`config.mk`:
```
export PLATFORM = sky130hd
export DESIGN_NAME = cntdn_timer
export DESIGN_NICKNAME = d
export VERILOG_FILES = /design/src/rtl/cntdn_pkg.sv /design/src/rtl/cntdn_timer.sv
export SDC_FILE = /design/constraint.sdc
export NUM_CORES = 1
export LEC_CHECK = 0
export BUFFER_PORTS_ARGS = -buffer_cell sky130_fd_sc_hd__buf_4
export CAP_MARGIN = 20
export CORE_ASPECT_RATIO = 0.8
export CORE_MARGIN = 1
export CORE_UTILIZATION = 41
export CTS_BUF_LIST = sky130_fd_sc_hd__clkbuf_2 sky130_fd_sc_hd__clkbuf_4 sky130_fd_sc_hd__clkbuf_8
export CTS_CLUSTER_SIZE = 24
export DETAILED_ROUTE_END_ITERATION = 8
export PLACE_DENSITY = 0.71
export SLEW_MARGIN = 10
export SYNTH_ARGS = -nofsm -noshare
export SYNTH_HDL_FRONTEND = slang
export SYNTH_SLANG_ARGS = --single-unit
export TNS_END_PERCENT = 10
```
`constraint.sdc`:
```
create_clock -name clk -period 2.3 [get_ports clk]
set_input_delay 0.23 -clock clk [delete_from_list [all_inputs] [get_ports clk]]
set_output_delay 0.23 -clock clk [all_outputs]
set_load 0.1 [all_outputs]
```
`src/rtl/cntdn_pkg.sv`:
```
// cntdn_pkg: shared types for the loadable down-counter/timer.
//   STATE_W - width of the controller state encoding
//   state_t - controller states: IDLE (waiting), RUN (counting), DONE (one-shot finished)
package cntdn_pkg;

  localparam int unsigned STATE_W = 2;

  typedef enum logic [STATE_W-1:0] {
    IDLE = 2'd0,
    RUN  = 2'd1,
    DONE = 2'd2
  } state_t;

endpackage

```
`src/rtl/cntdn_timer.sv`:
```
// cntdn_timer: loadable N-bit down-counter/timer with one-shot and periodic
// auto-reload modes, terminal-count pulse and sticky done flag.
//   clk       - rising-edge clock
//   res_n     - asynchronous active-low reset
//   load_val  - period value, captured when load=1
//   load      - write load_val into the period register and the counter
//   start     - begin a countdown from the period register (ignored in RUN)
//   enable    - count-step qualifier / prescaler tick
//   clear     - synchronous abort back to IDLE, period retained
//   reload_en - 1 = periodic auto-reload, 0 = one-shot (sampled at terminal)
//   cnt_out   - current count
//   busy      - high while in RUN
//   tc        - one-cycle pulse following a terminal event
//   done      - high while in DONE
module cntdn_timer
  import cntdn_pkg::*;
#(
  parameter int unsigned N = 10
) (
  input  logic         clk,
  input  logic         res_n,
  input  logic [N-1:0] load_val,
  input  logic         load,
  input  logic         start,
  input  logic         enable,
  input  logic         clear,
  input  logic         reload_en,
  output logic [N-1:0] cnt_out,
  output logic         busy,
  output logic         tc,
  output logic         done
);

  localparam logic [N-1:0] ONE = N'(1);

  state_t       state_q, state_d;
  logic [N-1:0] cnt_q, cnt_d;
  logic [N-1:0] period_q, period_d;
  logic         tc_q, tc_d;

  // State and datapath registers.
  always_ff @(posedge clk or negedge res_n) begin
    if (!res_n) begin
      state_q  <= IDLE;
      cnt_q    <= '0;
      period_q <= '0;
      tc_q     <= 1'b0;
    end else begin
      state_q  <= state_d;
      cnt_q    <= cnt_d;
      period_q <= period_d;
      tc_q     <= tc_d;
    end
  end

  // Next-state logic; priority clear > load > start > enable-step.
  always_comb begin
    state_d  = state_q;
    cnt_d    = cnt_q;
    period_d = period_q;
    tc_d     = 1'b0;

    if (clear) begin
      state_d = IDLE;
      cnt_d   = '0;
    end else if (load) begin
      state_d  = IDLE;
      period_d = load_val;
      cnt_d    = load_val;
    end else begin
      case (state_q)
        IDLE, DONE: begin
          if (start) begin
            if (period_q != '0) begin
              state_d = RUN;
              cnt_d   = period_q;
            end else begin
              // Zero-length run terminates immediately.
              state_d = DONE;
              cnt_d   = '0;
              tc_d    = 1'b1;
            end
          end
        end
        RUN: begin
          if (enable) begin
            if (cnt_q > ONE) begin
              cnt_d = cnt_q - ONE;
            end else if (reload_en) begin
              // Reload instead of passing through 0 so the tick period
              // equals exactly `period` enabled cycles.
              cnt_d = period_q;
              tc_d  = 1'b1;
            end else begin
              state_d = DONE;
              cnt_d   = '0;
              tc_d    = 1'b1;
            end
          end
        end
        default: begin
          state_d = IDLE;
          cnt_d   = '0;
        end
      endcase
    end
  end

  // Outputs decoded from registered state.
  always_comb begin
    cnt_out = cnt_q;
    tc      = tc_q;
    busy    = (state_q == RUN);
    done    = (state_q == DONE);
  end

endmodule

```
== After elaboration in Yosys (flattened, before gate mapping) ==
Index checks and enable logic that the tools add are counted.

* Bits of input ports: 17
* Flip-flop bits (word level): 23
* Word-level logic and storage cells: 42

* Order comparisons: 1
* Bitwise operators: 1
* Muxes and demuxes: 23
* Add/subtract/negate cells: 1
* Reduce and logical (&&, ||, !) cells: 6
* Eq/ne operators: 6

{| class="wikitable"
|+ Operators by type and width
! kind !! count
|-
| two-way mux 10 bit || 7
|-
| one-hot mux 10 bit (2 select lines) || 1
|-
| != test 4 bit, second input constant || 4
|-
| two-way mux 2 bit || 7
|-
| greater-than comparator 10 x 1 -> 1 bit, second input constant || 1
|-
| nonzero test 10 bit || 1
|-
| subtractor 10 x 1 -> 10 bit, second input constant || 1
|-
| two-way mux 1 bit || 6
|-
| one-hot mux 2 bit (2 select lines) || 1
|-
| AND reduction 2 bit || 2
|-
| AND reduction 4 bit || 1
|-
| equality test 2 x 1 -> 1 bit, second input constant || 1
|-
| equality test 2 bit, second input constant || 1
|-
| logical NOT 2 bit || 1
|-
| one-hot mux 1 bit (2 select lines) || 1
|-
| OR reduction 2 bit || 1
|-
| inverter 1 bit || 1
|}

== Logic depth before layout (Yosys ltp) ==
* Depth in word-level cells: 6
* Mapped depth: 8

== Least setup slack after synthesis ==
Ideal clock, no wire load.

* Path type: register to register
* Start point: reg cnt_q[0] (netlist: cnt_out[0])
* End point: reg cnt_q[7] (netlist: cnt_out[7])
* Path slack: -236 ps
* Buffers on the path: 0
* Clock period less this slack: 2536 ps
* Setup time: 126 ps
* Data required time: 2174 ps
* Stages on the path, launching flop included: 8
* Arrival: 2409 ps
* Cells stage by stage: dfrtp_1 -> inv_1 -> ha_1 -> nor2_1 -> nor2_1 -> a31o_2 -> a31o_2 -> o21bai_1

* Longest elaborated chain between the ends: 6
* Elaborated cells on any way between the ends: 7
* Classes of those cells: add/sub: 1; order compare: 1; mux: 5

{| class="wikitable"
|+ RTL lines
! element !! line !! RTL
|-
| start, declared || cntdn_timer.sv:37 || <nowiki>logic [N-1:0] cnt_q, cnt_d;</nowiki>
|-
| start signal, assigned || cntdn_timer.sv:50 || <nowiki>cnt_q <= cnt_d;</nowiki>
|-
| subtractor 10 x 1 -> 10 bit or greater-than comparator 10 x 1 -> 1 bit (tied branches) || cntdn_timer.sv:88, cntdn_timer.sv:87 ||
|-
| two-way mux 10 bit (*) || cntdn_timer.sv:87 || <nowiki>if (cnt_q > ONE) begin</nowiki>
|-
| two-way mux 10 bit (*) || cntdn_timer.sv:86 || <nowiki>if (enable) begin</nowiki>
|-
| one-hot mux 10 bit (2 select lines) (*) || cntdn_timer.sv:71 || <nowiki>case (state_q)</nowiki>
|-
| two-way mux 10 bit (*) || cntdn_timer.sv:66 || <nowiki>end else if (load) begin</nowiki>
|-
| two-way mux 10 bit (*) || cntdn_timer.sv:63 || <nowiki>if (clear) begin</nowiki>
|}

Every way passes the cells marked *; elsewhere a longest branch is shown, timed or not. The select of a mux whose other input is x is not followed.
A chain may end at the register's enable or synchronous reset.

== Worst setup path in the final report ==
* Start point: reg cnt_q[4] (netlist: cnt_out[4])
* End point: reg cnt_q[1] (netlist: cnt_out[1])

* Longest elaborated chain between the ends: 6

{| class="wikitable"
|+ RTL lines
! element !! line
|-
| greater-than comparator 10 x 1 -> 1 bit || cntdn_timer.sv:87
|-
| two-way mux 10 bit || cntdn_timer.sv:87
|-
| two-way mux 10 bit || cntdn_timer.sv:86
|-
| one-hot mux 10 bit (2 select lines) || cntdn_timer.sv:71
|-
| two-way mux 10 bit || cntdn_timer.sv:66
|-
| two-way mux 10 bit || cntdn_timer.sv:63
|}

No other way between the ends. The select of a mux whose other input is x is not followed.

==> impl_metrics.toml <==
[routing]
drc = 0
vias_per_cell = 5.76
wl_um = 4120
ant_nets = 0
wire_per_inst_um = 16.5
drtIter0Drc = 186
first_pass_iters = 4
vias = 1441

[clock_tree]
cts_tree = "built"
hold_buffers = 1
clk_path_buf_depth = 2
cts.sinks = 23
clk_pin_slew_worst_paths_ps = 90
clock-root-buffer = "clkbuf_8"
cts.repair.resized = 0
cts_setup_buffers = 0
numCtsBuffers = 3
cts_htree_levels = 1
clk_latency_ps = 270

[logic_synthesis]
synth-main-ff-cell = "dfrtp_1"
synth_largest_area_cell = "dfrtp_1"
synthesis.instances = 174
syn_area_um2 = 1480
synth_edf_count = 0
synth_top_cell_area_share_pct = 38.8
synth_seq_area_share_pct = 38.8
yosys_register_bits = 23
mappedNetlistNets = 193
ys_warn_count = 0
synth_area_leaders = "dfrtp_1, nand2_1, nor2_1"
async_flop_share_pct = 100
synth_cell_types = 45
syn_area_per_cell_um2 = 8.52

[floorplanning]
fp.dieW_um = 69.2
die_area_um2 = 3860
die-height_um = 55.8
num_rows = 19
ios = 30
start_util_pct = 43.0
core_area_um2 = 3450

[layout]
final_area_um2 = 1810
final_common_cell = "nand2_1"
instances_no_fill = 250
final_cell_mix = "nand2_1, buf_4, dfrtp_1"
diodes = 0
nets = 228
area_growth_pct = 22.3
layout-drive-gt1-share_pct = 26.4
utilization_pct = 52.6

[timing]
worst_pin_slew_ps = 518
fin_skew_ps = 7.09
clock.fmax_mhz = 492
relSlewSlack_pct = 65.4
rsz0062_at_grt = "no"
min_period_ps = 2030
timing.hold.ws_ps = 143
drv_slew = 0
finalHoldViolCount = 0
setup_viol = 0
fin_crit_sh_pct = 88.4

[placement]
dp_hpwl_um = 3070
placed_cells = 245
gp_congestion = 0.871
dpl_cell_area_um2 = 1750
io_buffer_count = 29

[hold_path]
min_path_type = "input pin to flop"
hold_depth = 2

[run]
drv_cap = 0

[grt]
grt_pass1_wl_um = 6810
grt_start_max_net_pins = 24
antenna_found_initial = 0
grt.total_usage_pct = 22.6
grt-ovfl-total = 0
grt_pass1_vias = 1305

[setup_path]
cp-end-kind = "flop"
critPathRequiredTime_ps = 2490
start_kind = "flop"
r2r_cells = 6
cp_max_fo = 11
cp.arrival_ps = 2220
criticalPathCategory = "flop to flop"

[power_and_ir_drop]
peakVddDrop_v = 0.000275
p_per_area_nw_per_um2 = 703
total_leakage_power_nw = 0.842
power.total_mw = 1.28

[run_status]
status = "completed"
synthesized netlist by cell type, drive strengths merged, types with 2 or more instances:
cell type / count
nor2: 20
nor3: 3
nand2: 41
or3: 2
a21oi: 8
buf: 3
a211oi: 2
xnor2: 2
o221ai: 2
ha: 2
inv: 6
xor2: 2
nor2b: 2
nand3: 5
a22oi: 4
o21ai: 6
nor4: 6
nor3b: 3
nand3b: 2
a31o: 3
a31oi: 4
and3: 3
o21a: 3
a22o: 2
a221oi: 3
dfrtp: 23
critical path: stages (launching register included):
cell      delay, ps
dfrtp_1         440
or4_4           590
nor4_4          260
buf_4           220
a31o_2          190
a21oi_1          70
a221oi_2        170
routing by layer:
metal	GRT usage, %	wire length [um]
met1	36.6	2020
met3	4.17	361
met5	0	0
met4	4.37	14
met2	30.9	1730
stage by stage:
step	setup TNS, ps	setup WS, ps
global route	0	170
global placement	0	340
finish	0	266
detailed placement	0	294
floorplan	-237	-74.5
CTS	0	282
final timing paths:
path	end	startpoint	slack, ps
worst max-delay path	cnt_out[1]	cnt_out[4]	270
min in group asynchronous	tc	res_n	380
max in group asynchronous	cnt_out[0]	res_n	1680
worst max register to register	cnt_out[1]	cnt_out[4]	270
worst min register to register	period_q[1]	period_q[1]	520
worst min-delay path	state_q[0]	clear	140
registers in the layout, summed over array words and instances, names as in the netlist:
name / flops
period_q: 10
state_q: 2
tc: 1
cnt_out: 10
cell type report:
| cell class | instances | area, um2 |
|---|---|---|
| Fill cell | 335 | 1630 |
| Sequential cell | 23 | 578 |
| Inverter | 6 | 22.5 |
| Tap cell | 42 | 52.6 |
| Clock inverter | 1 | 7.51 |
| Multi-Input combinational cell | 141 | 853 |
| Clock buffer | 3 | 41.3 |
| Timing Repair Buffer | 34 | 258 |
logic make-up after synthesis:
group           Yosys count  share of synthesized area [%]
compound gates           41                           22.0
fa+ha+maj                 2                           1.69
flops                    23                           38.8
simple gates             93                           30.8
mux                       1                          0.675
buf+inv                  10                           3.63
xor+xnor                  4                           2.36
power by group:
group	internal [mW]	switching, mW
registers	0.446	0.0617
clock network	0.123	0.148
logic	0.165	0.332
total	0.734	0.541
No activity file was read; power rests on OpenSTA's default activity.
